**config.mk**
```make
export PLATFORM = sky130hd
export DESIGN_NAME = mem_arbiter_flat
export DESIGN_NICKNAME = d
export VERILOG_FILES = /design/src/rtl/mem_arbiter_pkg.sv /design/src/rtl/mem_arbiter_if.sv /design/src/rtl/mem_arbiter_beat_ctr.sv /design/src/rtl/mem_arbiter.sv /design/src/flat_wrapper.sv
export SDC_FILE = /design/constraint.sdc
export NUM_CORES = 1
export LEC_CHECK = 0
export CORE_MARGIN = 3
export CORE_UTILIZATION = 41
export CTS_BUF_LIST = sky130_fd_sc_hd__clkbuf_8 sky130_fd_sc_hd__clkbuf_16
export CTS_CLUSTER_SIZE = 25
export DETAILED_ROUTE_END_ITERATION = 12
export PLACE_DENSITY = 0.93
export RECOVER_POWER = 50
export SYNTH_ARGS = -nofsm -noshare
export SYNTH_HDL_FRONTEND = slang
export SYNTH_SLANG_ARGS = --single-unit
```
**constraint.sdc**
```tcl
create_clock -name clk -period 5 [get_ports clk]
set_clock_uncertainty 0.15 [all_clocks]
set_input_delay 1.25 -clock clk [delete_from_list [all_inputs] [get_ports clk]]
set_output_delay 1.25 -clock clk [all_outputs]
set_load 0.02 [all_outputs]
```
**src/rtl/mem_arbiter_pkg.sv**
```systemverilog
// rtl/mem_arbiter_pkg.sv - shared types and defaults for the main-memory arbiter
package mem_arbiter_pkg;

    localparam int DEF_ADDR_WIDTH     = 16;
    localparam int DEF_WORDS_PER_LINE = 8;
    localparam int DEF_MEM_LATENCY    = 4;
    localparam int DATA_W             = 16;

    typedef enum logic [1:0] {
        IDLE    = 2'd0,
        I_FILL  = 2'd1,
        D_FILL  = 2'd2,
        D_WRITE = 2'd3
    } arb_state_e;

    typedef enum logic {
        GNT_I = 1'b0,
        GNT_D = 1'b1
    } grant_e;

    // On a tie the port that did not win last time gets the memory.
    function automatic grant_e pick_grant(input logic i_req, input logic d_req,
                                          input grant_e last_grant);
        if (i_req && d_req) begin
            return (last_grant == GNT_I) ? GNT_D : GNT_I;
        end
        return d_req ? GNT_D : GNT_I;
    endfunction

endpackage

```
**src/rtl/mem_arbiter_if.sv**
```systemverilog
// rtl/mem_arbiter_if.sv - cache-port and memory-port signal bundle for mem_arbiter
interface mem_arbiter_if
    import mem_arbiter_pkg::*;
#(
    parameter int ADDR_WIDTH     = DEF_ADDR_WIDTH,
    parameter int WORDS_PER_LINE = DEF_WORDS_PER_LINE
);
    localparam int IDX_W = $clog2(WORDS_PER_LINE);

    logic                  i_req;
    logic [ADDR_WIDTH-1:0] i_addr;
    logic                  i_fill_valid;
    logic [IDX_W-1:0]      i_fill_idx;
    logic [DATA_W-1:0]     i_fill_data;
    logic                  i_done;

    logic                  d_req;
    logic                  d_wr;
    logic [ADDR_WIDTH-1:0] d_addr;
    logic [DATA_W-1:0]     d_wdata;
    logic                  d_fill_valid;
    logic [IDX_W-1:0]      d_fill_idx;
    logic [DATA_W-1:0]     d_fill_data;
    logic                  d_done;

    logic                  mem_enable;
    logic                  mem_wr;
    logic [ADDR_WIDTH-1:0] mem_addr;
    logic [DATA_W-1:0]     mem_data_in;
    logic [DATA_W-1:0]     mem_data_out;
    logic                  mem_data_valid;

    modport slave (
        input  i_req, i_addr,
        output i_fill_valid, i_fill_idx, i_fill_data, i_done,
        input  d_req, d_wr, d_addr, d_wdata,
        output d_fill_valid, d_fill_idx, d_fill_data, d_done,
        output mem_enable, mem_wr, mem_addr, mem_data_in,
        input  mem_data_out, mem_data_valid
    );

    modport master (
        output i_req, i_addr,
        input  i_fill_valid, i_fill_idx, i_fill_data, i_done,
        output d_req, d_wr, d_addr, d_wdata,
        input  d_fill_valid, d_fill_idx, d_fill_data, d_done,
        input  mem_enable, mem_wr, mem_addr, mem_data_in,
        output mem_data_out, mem_data_valid
    );

endinterface

```
**src/rtl/mem_arbiter_beat_ctr.sv**
```systemverilog
// rtl/mem_arbiter_beat_ctr.sv - paired issue/return word counters for one line fill
module mem_arbiter_beat_ctr #(
    parameter int WORDS_PER_LINE = 8,
    parameter int IDX_W          = $clog2(WORDS_PER_LINE)
) (
    input  logic             clk,
    input  logic             rst,
    input  logic             start,
    input  logic             issue_en,
    input  logic             ret_en,
    output logic [IDX_W-1:0] issue_idx,
    output logic [IDX_W-1:0] ret_idx,
    output logic             issue_last,
    output logic             return_last
);
    localparam logic [IDX_W-1:0] LAST_IDX = IDX_W'(WORDS_PER_LINE - 1);

    logic [IDX_W-1:0] issue_cnt_q, issue_cnt_d;
    logic [IDX_W-1:0] ret_cnt_q, ret_cnt_d;

    always_comb begin
        issue_cnt_d = issue_cnt_q;
        ret_cnt_d   = ret_cnt_q;
        if (start) begin
            issue_cnt_d = '0;
            ret_cnt_d   = '0;
        end else begin
            if (issue_en) issue_cnt_d = issue_cnt_q + IDX_W'(1);
            if (ret_en)   ret_cnt_d   = ret_cnt_q + IDX_W'(1);
        end
    end

    always_ff @(posedge clk) begin
        if (rst) begin
            issue_cnt_q <= '0;
            ret_cnt_q   <= '0;
        end else begin
            issue_cnt_q <= issue_cnt_d;
            ret_cnt_q   <= ret_cnt_d;
        end
    end

    assign issue_idx   = issue_cnt_q;
    assign ret_idx     = ret_cnt_q;
    assign issue_last  = (issue_cnt_q == LAST_IDX);
    assign return_last = (ret_cnt_q == LAST_IDX);

endmodule

```
**src/rtl/mem_arbiter.sv**
```systemverilog
// rtl/mem_arbiter.sv - shares one pipelined main memory between I-cache fills and D-cache fills/writes
module mem_arbiter
    import mem_arbiter_pkg::*;
#(
    parameter int ADDR_WIDTH     = DEF_ADDR_WIDTH,
    parameter int WORDS_PER_LINE = DEF_WORDS_PER_LINE,
    parameter int MEM_LATENCY    = DEF_MEM_LATENCY
) (
    input  logic         clk,
    input  logic         rst,
    mem_arbiter_if.slave bus
);
    localparam int IDX_W = $clog2(WORDS_PER_LINE);

    arb_state_e            state_q, state_d;
    grant_e                last_grant_q, last_grant_d;
    logic [ADDR_WIDTH-1:0] addr_q, addr_d;
    logic [DATA_W-1:0]     wdata_q, wdata_d;
    logic                  issuing_q, issuing_d;
    logic [MEM_LATENCY-1:0] rd_pend_q, rd_pend_d;

    grant_e           pick;
    logic             start;
    logic             in_fill;
    logic             rd_fire;
    logic             ret_en;
    logic             fill_done;
    logic [IDX_W-1:0] issue_idx, ret_idx;
    logic             issue_last, return_last;

    assign in_fill   = (state_q == I_FILL) || (state_q == D_FILL);
    assign rd_fire   = in_fill && issuing_q;
    // Only a return slot owed to one of our own reads is accepted, so stray valids are dropped.
    assign ret_en    = in_fill && bus.mem_data_valid && rd_pend_q[MEM_LATENCY-1];
    assign fill_done = ret_en && return_last;
    assign rd_pend_d = MEM_LATENCY'({rd_pend_q, rd_fire});

    mem_arbiter_beat_ctr #(
        .WORDS_PER_LINE (WORDS_PER_LINE),
        .IDX_W          (IDX_W)
    ) u_beat_ctr (
        .clk         (clk),
        .rst         (rst),
        .start       (start),
        .issue_en    (rd_fire),
        .ret_en      (ret_en),
        .issue_idx   (issue_idx),
        .ret_idx     (ret_idx),
        .issue_last  (issue_last),
        .return_last (return_last)
    );

    always_comb begin
        state_d      = state_q;
        last_grant_d = last_grant_q;
        addr_d       = addr_q;
        wdata_d      = wdata_q;
        issuing_d    = issuing_q;
        start        = 1'b0;
        pick         = pick_grant(bus.i_req, bus.d_req, last_grant_q);

        case (state_q)
            IDLE: begin
                if (bus.i_req || bus.d_req) begin
                    last_grant_d = pick;
                    if (pick == GNT_I) begin
                        addr_d  = bus.i_addr;
                        state_d = I_FILL;
                        start   = 1'b1;
                    end else begin
                        addr_d  = bus.d_addr;
                        wdata_d = bus.d_wdata;
                        if (bus.d_wr) begin
                            state_d = D_WRITE;
                        end else begin
                            state_d = D_FILL;
                            start   = 1'b1;
                        end
                    end
                end
            end
            I_FILL, D_FILL: begin
                if (fill_done) state_d = IDLE;
            end
            default: state_d = IDLE;
        endcase

        if (start) begin
            issuing_d = 1'b1;
        end else if (rd_fire && issue_last) begin
            issuing_d = 1'b0;
        end
    end

    always_ff @(posedge clk) begin
        if (rst) begin
            state_q      <= IDLE;
            last_grant_q <= GNT_I;
            addr_q       <= '0;
            wdata_q      <= '0;
            issuing_q    <= 1'b0;
            rd_pend_q    <= '0;
        end else begin
            state_q      <= state_d;
            last_grant_q <= last_grant_d;
            addr_q       <= addr_d;
            wdata_q      <= wdata_d;
            issuing_q    <= issuing_d;
            rd_pend_q    <= rd_pend_d;
        end
    end

    always_comb begin
        bus.mem_enable   = 1'b0;
        bus.mem_wr       = 1'b0;
        bus.mem_addr     = '0;
        bus.mem_data_in  = '0;
        bus.i_fill_valid = 1'b0;
        bus.i_fill_idx   = '0;
        bus.i_fill_data  = '0;
        bus.i_done       = 1'b0;
        bus.d_fill_valid = 1'b0;
        bus.d_fill_idx   = '0;
        bus.d_fill_data  = '0;
        bus.d_done       = 1'b0;

        if (rd_fire) begin
            bus.mem_enable = 1'b1;
            bus.mem_addr   = {addr_q[ADDR_WIDTH-1:IDX_W+1], issue_idx, 1'b0};
        end

        if (state_q == D_WRITE) begin
            bus.mem_enable  = 1'b1;
            bus.mem_wr      = 1'b1;
            bus.mem_addr    = addr_q & ~ADDR_WIDTH'(1);
            bus.mem_data_in = wdata_q;
            bus.d_done      = 1'b1;
        end

        if (ret_en && (state_q == I_FILL)) begin
            bus.i_fill_valid = 1'b1;
            bus.i_fill_idx   = ret_idx;
            bus.i_fill_data  = bus.mem_data_out;
            bus.i_done       = return_last;
        end

        if (ret_en && (state_q == D_FILL)) begin
            bus.d_fill_valid = 1'b1;
            bus.d_fill_idx   = ret_idx;
            bus.d_fill_data  = bus.mem_data_out;
            bus.d_done       = return_last;
        end
    end

endmodule

```
**src/flat_wrapper.sv**
```systemverilog
// flat-port wrapper written by rule: the top's interface ports become plain ports
module mem_arbiter_flat import mem_arbiter_pkg::*;
#(
    parameter int ADDR_WIDTH     = DEF_ADDR_WIDTH,
    parameter int WORDS_PER_LINE = DEF_WORDS_PER_LINE,
    parameter int MEM_LATENCY    = DEF_MEM_LATENCY
)
  (clk, rst, bus_i_req, bus_i_addr, bus_i_fill_valid, bus_i_fill_idx, bus_i_fill_data, bus_i_done, bus_d_req, bus_d_wr, bus_d_addr, bus_d_wdata, bus_d_fill_valid, bus_d_fill_idx, bus_d_fill_data, bus_d_done, bus_mem_enable, bus_mem_wr, bus_mem_addr, bus_mem_data_in, bus_mem_data_out, bus_mem_data_valid);
  mem_arbiter_if #(.ADDR_WIDTH(ADDR_WIDTH), .WORDS_PER_LINE(WORDS_PER_LINE)) bus_i ();
  input  logic clk;
  input  logic rst;
  input wire logic [$bits(bus_i.i_req)-1:0] bus_i_req;
  input wire logic [$bits(bus_i.i_addr)-1:0] bus_i_addr;
  output wire logic [$bits(bus_i.i_fill_valid)-1:0] bus_i_fill_valid;
  output wire logic [$bits(bus_i.i_fill_idx)-1:0] bus_i_fill_idx;
  output wire logic [$bits(bus_i.i_fill_data)-1:0] bus_i_fill_data;
  output wire logic [$bits(bus_i.i_done)-1:0] bus_i_done;
  input wire logic [$bits(bus_i.d_req)-1:0] bus_d_req;
  input wire logic [$bits(bus_i.d_wr)-1:0] bus_d_wr;
  input wire logic [$bits(bus_i.d_addr)-1:0] bus_d_addr;
  input wire logic [$bits(bus_i.d_wdata)-1:0] bus_d_wdata;
  output wire logic [$bits(bus_i.d_fill_valid)-1:0] bus_d_fill_valid;
  output wire logic [$bits(bus_i.d_fill_idx)-1:0] bus_d_fill_idx;
  output wire logic [$bits(bus_i.d_fill_data)-1:0] bus_d_fill_data;
  output wire logic [$bits(bus_i.d_done)-1:0] bus_d_done;
  output wire logic [$bits(bus_i.mem_enable)-1:0] bus_mem_enable;
  output wire logic [$bits(bus_i.mem_wr)-1:0] bus_mem_wr;
  output wire logic [$bits(bus_i.mem_addr)-1:0] bus_mem_addr;
  output wire logic [$bits(bus_i.mem_data_in)-1:0] bus_mem_data_in;
  input wire logic [$bits(bus_i.mem_data_out)-1:0] bus_mem_data_out;
  input wire logic [$bits(bus_i.mem_data_valid)-1:0] bus_mem_data_valid;
  assign bus_i.i_req = bus_i_req;
  assign bus_i.i_addr = bus_i_addr;
  assign bus_i_fill_valid = bus_i.i_fill_valid;
  assign bus_i_fill_idx = bus_i.i_fill_idx;
  assign bus_i_fill_data = bus_i.i_fill_data;
  assign bus_i_done = bus_i.i_done;
  assign bus_i.d_req = bus_d_req;
  assign bus_i.d_wr = bus_d_wr;
  assign bus_i.d_addr = bus_d_addr;
  assign bus_i.d_wdata = bus_d_wdata;
  assign bus_d_fill_valid = bus_i.d_fill_valid;
  assign bus_d_fill_idx = bus_i.d_fill_idx;
  assign bus_d_fill_data = bus_i.d_fill_data;
  assign bus_d_done = bus_i.d_done;
  assign bus_mem_enable = bus_i.mem_enable;
  assign bus_mem_wr = bus_i.mem_wr;
  assign bus_mem_addr = bus_i.mem_addr;
  assign bus_mem_data_in = bus_i.mem_data_in;
  assign bus_i.mem_data_out = bus_mem_data_out;
  assign bus_i.mem_data_valid = bus_mem_data_valid;
  mem_arbiter #(.ADDR_WIDTH(ADDR_WIDTH), .WORDS_PER_LINE(WORDS_PER_LINE), .MEM_LATENCY(MEM_LATENCY)) u_core (.clk(clk), .rst(rst), .bus(bus_i));
endmodule
```
Yosys cells after proc, flatten, opt, wreduce, memory -nomap -nowiden
Cells that the tools add are included.
{"block": "classes", "addsub": 2, "mul": 0, "n_div": 0, "magnitude_cmp": 0, "n_eq_ne": 7, "n_shift": 0, "n_mux": 31, "bitwise": 0, "n_reduce_logical": 17}
{"cell": "16-bit 2-to-1 mux", "n": 6}
{"cell": "1-bit 2-to-1 mux", "n": 19}
{"cell": "1-bit logical AND", "n": 8}
{"cell": "3-bit by 1-bit adder with 3-bit output, second input constant", "n": 2}
{"cell": "3-bit == test, second input constant", "n": 2}
{"cell": "2-bit 2-to-1 mux", "n": 3}
{"cell": "3-bit 2-to-1 mux", "n": 2}
{"cell": "2-bit == test, second input constant", "n": 2}
{"cell": "2-bit by 1-bit != test with 1-bit output, second input constant", "n": 2}
{"cell": "2-bit case mux with 2 select lines", "n": 1}
{"cell": "2-bit AND reduction", "n": 2}
{"cell": "2-bit OR reduction", "n": 2}
{"cell": "3-bit AND reduction", "n": 1}
{"cell": "2-bit by 1-bit == test with 1-bit output, second input constant", "n": 1}
{"cell": "2-bit zero test", "n": 1}
{"cell": "1-bit logical OR", "n": 2}
{"cell": "2-bit nonzero test", "n": 1}
{"block": "totals", "ff_bits": 46, "latch_bits": 0, "mem_bits_rw": 0, "mem_bits_ro": 0, "input_bits": 70, "out_inout_bits": 76, "mem_count": 0}

Depth between registers and ports, before layout
Gate-level depths: netlist of the first run.
{"block": "logic_depth", "ltp_word": 7, "mapped_depth": 7}

Modules after synthesis
A second synthesis of the first run with hierarchy kept.
{"block": "unflattened", "hier_cells": 297, "hier_area_um2": 2487.4}
{"mod": "mem_arbiter", "n_inst": 1, "cells_each": 273, "area_each_um2": 2225.9}
{"mod": "mem_arbiter_beat_ctr", "n_inst": 1, "cells_each": 24, "area_each_um2": 261.5}

Worst setup path after synthesis of the first run
OpenSTA, ideal clock, no wires.
{"block": "synth_timing", "kind": "input to output", "start": "input bus_mem_data_valid", "end": "output bus_d_fill_data[0]", "arrival_time_ps": 2027, "t_required_ps": 3600, "path_slack_ps": 1573, "cell_stages": 4, "n_path_buf": 1, "cell_sequence": "nand3_2 > nor2_1 > buf_2 > and2_1"}
{"block": "synth_via", "elab_chain_len": 4}
{"element": "from (decl)", "line": "flat_wrapper.sv:31", "rtl": "input wire logic [$bits(bus_i.mem_data_valid)-1:0] bus_mem_data_valid;"}
{"element": "1-bit logical AND (2 in a row)", "line": "mem_arbiter.sv:34", "rtl": "assign ret_en = in_fill && bus.mem_data_valid && rd_pend_q[MEM_LATENCY-1];"}
{"element": "1-bit logical AND", "line": "mem_arbiter.sv:147", "rtl": "if (ret_en && (state_q == D_FILL)) begin"}
{"element": "16-bit 2-to-1 mux", "line": "mem_arbiter.sv:147"}
{"element": "to (decl)", "line": "flat_wrapper.sv:24", "rtl": "output wire logic [$bits(bus_i.d_fill_data)-1:0] bus_d_fill_data;"}
Every way passes these cells.

Worst setup path after layout of the first run
{"block": "layout_timing", "start": "input bus_mem_data_valid", "end": "output bus_i_fill_data[14]"}
{"block": "layout_via", "elab_chain_len": 4}
{"element": "1-bit logical AND (2 in a row)", "line": "mem_arbiter.sv:34"}
{"element": "1-bit logical AND", "line": "mem_arbiter.sv:140", "rtl": "if (ret_en && (state_q == I_FILL)) begin"}
{"element": "16-bit 2-to-1 mux", "line": "mem_arbiter.sv:140"}
{"element": "to (decl)", "line": "flat_wrapper.sv:16", "rtl": "output wire logic [$bits(bus_i.i_fill_data)-1:0] bus_i_fill_data;"}
Every way passes these cells.

==> qor.csv, run 1 <==
metric,value,unit
outcome,"finished, final reports clean",
switching pwr,424.2,uW
total negative setup slack,0,ps
layout cells sized above 1,4.157,%
root buf cell,clkbuf_8,
Min-Delay Path Class,flip-flop to flip-flop,
Synth Register Bits,45,
vias in the first global route,2437,
nature of the critical path startpoint,input pin,
Slew HR,37.12,%
worst-path fanout max,17,
hold_buf cts,0,
"CTS clk-pin slew, worst paths",80,ps
Hold Path Origin,u_core.rd_pend_q[0]$_SDFF_PP0_,
Final Power,1.194,mW
syn nets,376,
sequential fraction of the synthesis area,37.04,%
Setup crit end kind,primary output,
Gate power share,38.7,%
synthesized area,2432,um2
"Top FF cell, synth",dfxtp_1,
period utilization,91.02,%
synthesized area per cell,8.162,um2
initial antenna violation count,0,
largest net degree at the start of global routing,25,
clk_lat worst skew,300,ps
most frequent cells in the layout,"126 x clkdlybuf4s50_1, 56 x and2_1, 48 x nand2_1",
starting density of the core,43.37,%
WP data required,3600,ps
endpoints failing hold,0,
sw frac,35.55,%
average wire per standard cell,14.14,um
post-layout minimum cycle time,4551,ps
vias,2466,
RR Startpoint,u_core.last_grant_q$_SDFFE_PP0P_,
gr ovfl total,0,
Synth warnings,0,
Leak,1.608,nW
Post-DP Area,3869,um2
TritonCTS Buffers,5,
first-pass GRT wire length,11850,um
fmax,219.7,MHz
IO buf count,142,
post-route ant nets,0,
VDD IR max,173.1,uV
slowest library cell on the worst path,clkdlybuf4s50_1,
total track usage,20.62,%
Mapped Cells,298,
max cap viols,0,
Detailed Route Iter0 Violations,60,
CTS tree,built,
count of cell types in the netlist,32,
Max Slew Vio Count,0,
Arrival @ worst endpoint,3150,ps
placed cell count,497,
unrepaired setup endpoints after global routing,no,
die extent in x,83.02,um
ant diodes,0,
post-CTS sizing,0,
H-tree levels,2,
DR vias/cell,4.883,
crit path launch,bus_mem_data_valid,
Slew @ Worst Pin,943.2,ps
"critical path, cell by cell","clkdlybuf4s50_1, nand3_2, nor2_1, buf_4, and2_1, clkdlybuf4s50_1",
Synth async-reset ratio,0,%
Routed Wire Length,7143,um
Post-synth EDFFs,0,
crit-path most repeated cell,clkdlybuf4s50_1,
Site Rows,27,
Setup-failing EPs final,0,
Post-Layout Inst Area,3953,um2
Non-Filler Instances,505,
die area,6892,um2
Remaining DRCs,0,
area delta synth->final,62.50,%
Core ar.,5608,um2
DP HPWL,5647,um
first-pass iteration count of the detailed router,4,
setup bufs post-CTS,0,
"most common cell after layout, fill and taps aside",clkdlybuf4s50_1,
crit path kind,input pin to primary output,
die span in y,83.02,um
Sequential Power Share,40.1,%
Nets,510,
Final Wtd Congestion,0.8396,
Max clock buf depth,2,
Power Internal,769.3,uW
share of total power in the clock network,21.2,%
Ports,146,
largest stage delay on the critical path,600,ps
Pwr Density,302.0,nW/um2
clk sink count,45,
-- path summary, 6_finish.rpt --
check	endpoint	cells after the start	slack, ps
worst min-delay path	u_core.rd_pend_q[1]$_SDFF_PP0_	1	290
worst max-delay path	bus_i_fill_data[14]	6	450
worst max register to register	u_core.addr_q[7]$_SDFFE_PP0P_	4	2430
worst min register to register	u_core.rd_pend_q[1]$_SDFF_PP0_	1	290
-- cell type report --
cell class	count	area, um2
clock buffers	7	96.34
clock inverters	1	8.758
fillers	442	1655
inverters	5	18.77
multi-input cells	226	1375
flip-flops and latches	45	900.9
well taps	72	90.09
repair buffers	149	1463
-- registers in the layout, summed over array words and instances (netlist names) --
register	cells
u_core.wdata_q	16
u_core.addr_q	15
u_core.rd_pend_q	4
u_core.u_beat_ctr.issue_idx	3
u_core.u_beat_ctr.ret_idx	3
u_core.state_q	2
u_core.issuing_q	1
u_core.last_grant_q	1
-- metal layers --
| layer | global-route usage (%) | up-vias | routed length [um] |
|---|---|---|---|
| li1 | - | 1237 | - |
| met1 | 23.85 | 1120 | 2937 |
| met2 | 38.05 | 104 | 3637 |
| met3 | 5.952 | 5 | 516 |
| met4 | 3.269 | 0 | 51 |
| met5 | 0 | - | 0 |
-- metrics by stage --
stage | worst slack (ps) | utilization, % | hold WS, ps
global placement | 461.3 | 68.99 | 267.4
CTS | 413.9 | 70.86 | 295.8
global route | 278.4 | 70.48 | 307.8
floorplan | 1573 | - | 263.8
detailed placement | 411.1 | 68.99 | 277.4
finish | 448.8 | 70.48 | 290.7
-- synthesized netlist by cell type (all sizes together), types with 3 or more instances --
cell type,instances,share of area [%]
a21o,3,0.93
ha,8,4.1
buf,13,4.0
mux2i,17,7.0
o21ai,3,0.62
nor2,25,3.9
a21oi,19,4.1
nand2,48,7.5
nor2b,17,4.4
a211oi,15,5.0
and2,57,15
inv,5,0.77
dfxtp,45,37
clkbuf,9,1.4
-- critical path, delay by kind of cell --
family | cells | cell delay (ps)
AND/OR/NAND/NOR | 3 | 570
buffers and inverters | 3 | 1330
-- cell families (layout without fill, tap and decap cells) --
logic type,Yosys count,count (layout),share of synthesized area [%]
AOI/OAI and AO/OA,45,45,12.45
other,1,1,0.1542
xor gates and xnor gates,2,2,0.7203
DFF,45,45,37.04
muxes,18,18,7.459
buffers and inverters,27,162,6.121
and+or+nand+nor,152,152,31.94
adders and majority gates,8,8,4.115
-- power groups by stage --
stage	registers (mW)	clock network, mW	logic [mW]
floorplan	0.477	0	0.332
detailed placement	0.487	0	0.466
global route	0.487	0.275	0.511
global placement	0.482	0	0.448
CTS	0.479	0.257	0.469
finish	0.479	0.253	0.462
No activity file was read; power rests on OpenSTA's default activity.
==> inputs of run 2 (changes only) <==
--- a/config.mk
+++ b/config.mk
@@ -12,6 +12,7 @@
 export DETAILED_ROUTE_END_ITERATION = 12
 export PLACE_DENSITY = 0.93
 export RECOVER_POWER = 50
+export SKIP_LAST_GASP = 1
 export SYNTH_ARGS = -nofsm -noshare
 export SYNTH_HDL_FRONTEND = slang
 export SYNTH_SLANG_ARGS = --single-unit
==> results of run 2 <==
Same layout as run 1: the final DEF is identical, and so are final timing and power.
